## config.mk

```make
export PLATFORM = sky130hd
export DESIGN_NAME = spi_reg_ctrl
export DESIGN_NICKNAME = d
export VERILOG_FILES = /design/src/rtl/spi_reg_ctrl.sv
export SDC_FILE = /design/constraint.sdc
export NUM_CORES = 1
export LEC_CHECK = 0
export CAP_MARGIN = 25
export CORE_MARGIN = 3
export CORE_UTILIZATION = 42
export CTS_CLUSTER_SIZE = 20
export DETAILED_ROUTE_END_ITERATION = 7
export PLACE_DENSITY = 0.87
export SETUP_SLACK_MARGIN = 0.2
export SLEW_MARGIN = 20
export SYNTH_ARGS = -nofsm -noshare
export SYNTH_HDL_FRONTEND = slang
export SYNTH_SLANG_ARGS = --single-unit
```

## constraint.sdc

```tcl
create_clock -name clk -period 2.12 [get_ports clk]
set_input_delay 0.424 -clock clk [delete_from_list [all_inputs] [get_ports clk]]
set_output_delay 0.424 -clock clk [all_outputs]
set_load 0.05 [all_outputs]
```

## src/rtl/spi_reg_ctrl.sv

```systemverilog
// SPI register-access controller: decodes command frames from spi_slave into register-file reads/writes.
// Optional build macro SPI_REG_CTRL_AUTOINC_EN enables address auto-increment across a burst.
module spi_reg_ctrl #(
  parameter int DWIDTH = 8,
  parameter int AWIDTH = 4
) (
  input  logic              clk,
  input  logic              rst,
  input  logic              ss,
  input  logic [DWIDTH-1:0] rx_buffer,
  input  logic              rx_dv,
  output logic [DWIDTH-1:0] tx_buffer,
  output logic              wr,
  output logic [AWIDTH-1:0] reg_addr,
  output logic [DWIDTH-1:0] reg_wdata,
  output logic              reg_we,
  output logic              reg_re,
  input  logic [DWIDTH-1:0] reg_rdata,
  output logic              ovr
);

  typedef enum logic [2:0] {IDLE, CMD, WRITE, FETCH, LOAD, READ} state_t;

  state_t            state_q, state_d;
  logic [DWIDTH-1:0] tx_q, tx_d;
  logic [AWIDTH-1:0] addr_q, addr_d;
  logic [DWIDTH-1:0] wdata_q, wdata_d;
  logic              wr_q, wr_d;
  logic              we_q, we_d;
  logic              re_q, re_d;
  logic              ovr_q, ovr_d;
  logic              ss_q;

  function automatic logic [AWIDTH-1:0] next_addr(input logic [AWIDTH-1:0] a);
`ifdef SPI_REG_CTRL_AUTOINC_EN
    return a + AWIDTH'(1);
`else
    return a;
`endif
  endfunction

  always_comb begin
    state_d = state_q;
    tx_d    = tx_q;
    addr_d  = addr_q;
    wdata_d = wdata_q;
    wr_d    = 1'b0;
    we_d    = 1'b0;
    re_d    = 1'b0;
    ovr_d   = 1'b0;
    if (ss) begin
      state_d = IDLE;
    end else begin
      // Address moves on only after the write strobe has been presented with it.
      if (we_q) addr_d = next_addr(addr_q);
      case (state_q)
        IDLE: if (ss_q) state_d = CMD;
        CMD: begin
          if (rx_dv) begin
            addr_d = rx_buffer[AWIDTH-1:0];
            if (rx_buffer[DWIDTH-1]) begin
              state_d = FETCH;
              re_d    = 1'b1;
            end else begin
              state_d = WRITE;
            end
          end
        end
        WRITE: begin
          if (rx_dv) begin
            wdata_d = rx_buffer;
            we_d    = 1'b1;
          end
        end
        FETCH: begin
          state_d = LOAD;
          if (rx_dv) ovr_d = 1'b1;
        end
        LOAD: begin
          tx_d    = reg_rdata;
          wr_d    = 1'b1;
          addr_d  = next_addr(addr_q);
          state_d = READ;
          if (rx_dv) ovr_d = 1'b1;
        end
        READ: begin
          if (rx_dv) begin
            state_d = FETCH;
            re_d    = 1'b1;
          end
        end
        default: state_d = IDLE;
      endcase
    end
  end

  // ss_q resets low so a slave-select already held low at reset release is not taken as a falling edge.
  always_ff @(posedge clk or negedge rst) begin
    if (!rst) begin
      state_q <= IDLE;
      tx_q    <= '0;
      addr_q  <= '0;
      wdata_q <= '0;
      wr_q    <= 1'b0;
      we_q    <= 1'b0;
      re_q    <= 1'b0;
      ovr_q   <= 1'b0;
      ss_q    <= 1'b0;
    end else begin
      state_q <= state_d;
      tx_q    <= tx_d;
      addr_q  <= addr_d;
      wdata_q <= wdata_d;
      wr_q    <= wr_d;
      we_q    <= we_d;
      re_q    <= re_d;
      ovr_q   <= ovr_d;
      ss_q    <= ss;
    end
  end

  assign tx_buffer = tx_q;
  assign wr        = wr_q;
  assign reg_addr  = addr_q;
  assign reg_wdata = wdata_q;
  assign reg_we    = we_q;
  assign reg_re    = re_q;
  assign ovr       = ovr_q;

endmodule
```

==> impl_results.md <==
- Number of DRC markers in iteration 0: 10
- Fin. max-slew vios: 0
- Routed vias/inst: 5.01
- Share of layout cells above drive strength 1: 28.3%
- ANT cells: 0
- #FFs+latches synth: 28
- Num rows: 18
- Hold-fix buffers, CTS: 0
- CP Class: reg -> out
- Vias in the first global route: 786
- CP delay by family, top: buffers and inverters
- Clk sinks: 28
- Final count of negative-setup-slack endpoints: 0
- Initial antenna violation count: 0
- Worst path depth: 1
- DR vias: 752
- PwrDens: 1090 nW/um^2
- Hold Fails Final Rpt: 0
- Gate count after technology mapping: 72
- IO Pins: 44
- Worst setup SP type: flop
- Mapped Area: 1140 um^2
- Synthesized Nets: 92
- DRC Markers: 0
- GPL Wtd Cong: 0.711
- Fin crit share: 79.0%
- Worst-Skew Late Latency: 0.33 ns
- Sequential Area: 701 um^2
- Syn avg cell area: 15.9 um^2
- Post-CTS setup buffers: 0
- Met2 usage: 22.6%
- Post-synthesis sequential area ratio: 61.2%
- Post-synth top area share: 61.2%
- Port buffer count: 43
- R2R cell count: 4
- RR Endpoint: reg_wdata[3]
- Slowest cell on the critical path: dlygate4sd2_1
- DRT antenna net count: 0
- Critical path endpoint: reg_wdata[4]
- Worst R2R Setup Slack: 0.54 ns
- FILL cells: 212
- Starting Density: 45.0%
- Crit path DAT: 1.25 ns
- Synth area leaders: dfrtp_1 (61%), mux2_2 (12%), mux2_4 (10%)
- Dpl hpwl: 1670 um
- Remaining global-route overflow: 0
- CP endpoint kind: primary output
- P&R area growth vs syn: 42.3%
- Largest fanout on the critical path: 2
- Clock skew: 0.00301 ns
- CTS tree: built
- Min-Delay Path Class: in -> async
- First-pass iteration count of the detailed router: 4
- Die Wd: 58.2 um
- Core area: 2540 um^2
- Clock Tree Buf Depth: 2
- Largest net degree at the start of global routing: 29
- Final net count: 141
- Worst-margin pin slew: 0.505 ns
- Unrepaired setup endpoints after global routing: false
- Synth area leader: dfrtp_1
- Synth unique cells: 20
- H-tree levels: 1
- Met1 GRT Util: 20.0%
- Overall Global Routing Usage: 15.3%
- Buffers & Inverters on Critical Path: 1
- Top Usage Layer GRT: met2
- Status: complete, no violations
- CP startpoint: reg_wdata[4]
- Final min period: 1.68 ns
- R2r startpoint: state_q[1]
- Yosys warnings: 0
- Number of max-cap violations: 0
- Multi-input gate area in the final layout: 402 um^2
- Die H: 58.2 um
- Minimum hold slack: 0.464 ns
- VDD IR-drop max: 0.932 mV
- Full die area: 3390 um^2
- DRT Wirelength: 2220 um
- Final cell utilization of the core: 64.0%
- Critical Path RT: 1.70 ns
- Routed len/inst: 14.8 um
- Setup TNS Final: 0 ns
- Critical path cell sequence: dlygate4sd2_1
- Fmax: 0.597 GHz
- First-pass GRT wire length: 3800 um
- Num CTS Buffers: 3
- Met3 usage: 6.46%
- Max incr delay on CP: 0.54 ns
- Rel. slew slack: 66.3%
- Pleak: 0.857 nW
- Worst-path clk slew: 0.14 ns
- Clock root buffer: clkbuf_4
[layout make-up]
class,instances,share of cell area (%)
tap,30,2.30
sequential,28,43.0
timing repair buffer,48,27.6
inverter,1,0.230
multi-input combinational,39,24.7
clock buffer,4,2.23
[what timing repair did]
item                                    4_1_cts  5_1_grt
endpoints found under the hold margin         0        0
endpoints found under the setup margin       21        3
gates resized for setup                      21        3
[how the worst min path moves through the flow]
stage	from	to	cells after the start
final	rst	tx_buffer[4]	2
after global routing	rst	reg_wdata[1]	2
after CTS	rst	tx_buffer[4]	2
after detailed placement	tx_buffer[1]	tx_buffer[1]	1
after global placement	reg_addr[2]	reg_addr[2]	1
after floorplan	rst	ovr	0
[where the power goes]
part	total (mW)	switching, mW	internal [mW]
logic	0.792	0.528	0.265
clock network	0.254	0.149	0.105
registers	0.722	0.0683	0.654
[flip-flops by register name, summed over array words and instances, names as in the netlist]
| signal | flops |
|---|---|
| reg_re | 1 |
| ovr | 1 |
| reg_addr | 4 |
| tx_buffer | 8 |
| ss_q | 1 |
| wr | 1 |
| state_q | 3 |
| reg_we | 1 |
| reg_wdata | 8 |
[metal layers]
metal  wire length (um)  part of all wire [%]
met5                  0                     0
met4                 36                   1.6
met3                224                    10
met2               1050                    47
met1                911                    41
[per-stage QoR]
step	setup slack, ns	instance area (um^2)	instances	total power [mW]
3_5_place_dp	0.109	1610	146	1.62
2_1_floorplan	0.542	1140	72	1.30
5_1_grt	0.359	1630	150	1.86
4_1_cts	0.201	1620	150	1.79
6_report	0.444	1630	150	1.77
3_3_place_gp	0.140	1610	146	1.60
[kinds of logic after synthesis]
kind of cell | Yosys count | share of synthesized area, %
flops | 28 | 61.2
mux | 20 | 22.3
simple gates | 15 | 10.7
buf+inv | 5 | 3.71
compound gates | 4 | 2.08
[layout by cell type (no fill, tap or decap), drive strengths merged]
master,instances
dfrtp,28
dlygate4sd2,21
mux2,20
clkdlybuf4s50,19
buf,5
clkbuf,4
nand3b,3
a21oi,3
dlymetal6s2s,3
nor2,2
nand2b,2
nor4,2
nor4b,1
or3b,1
nand2,1
or3,1
inv,1
o22a,1
or2,1
nor3,1
[Yosys cell counts, drive strengths merged]
master  count
nor4        2
or2         1
nand3b      3
or3b        1
a21oi       3
dfrtp      28
nor2        2
o22a        1
buf         4
mux2       20
inv         1
nand2b      2
nor3        1
or3         1
nor4b       1
nand2       1
Note: power is estimated with default switching activity, not from simulation.
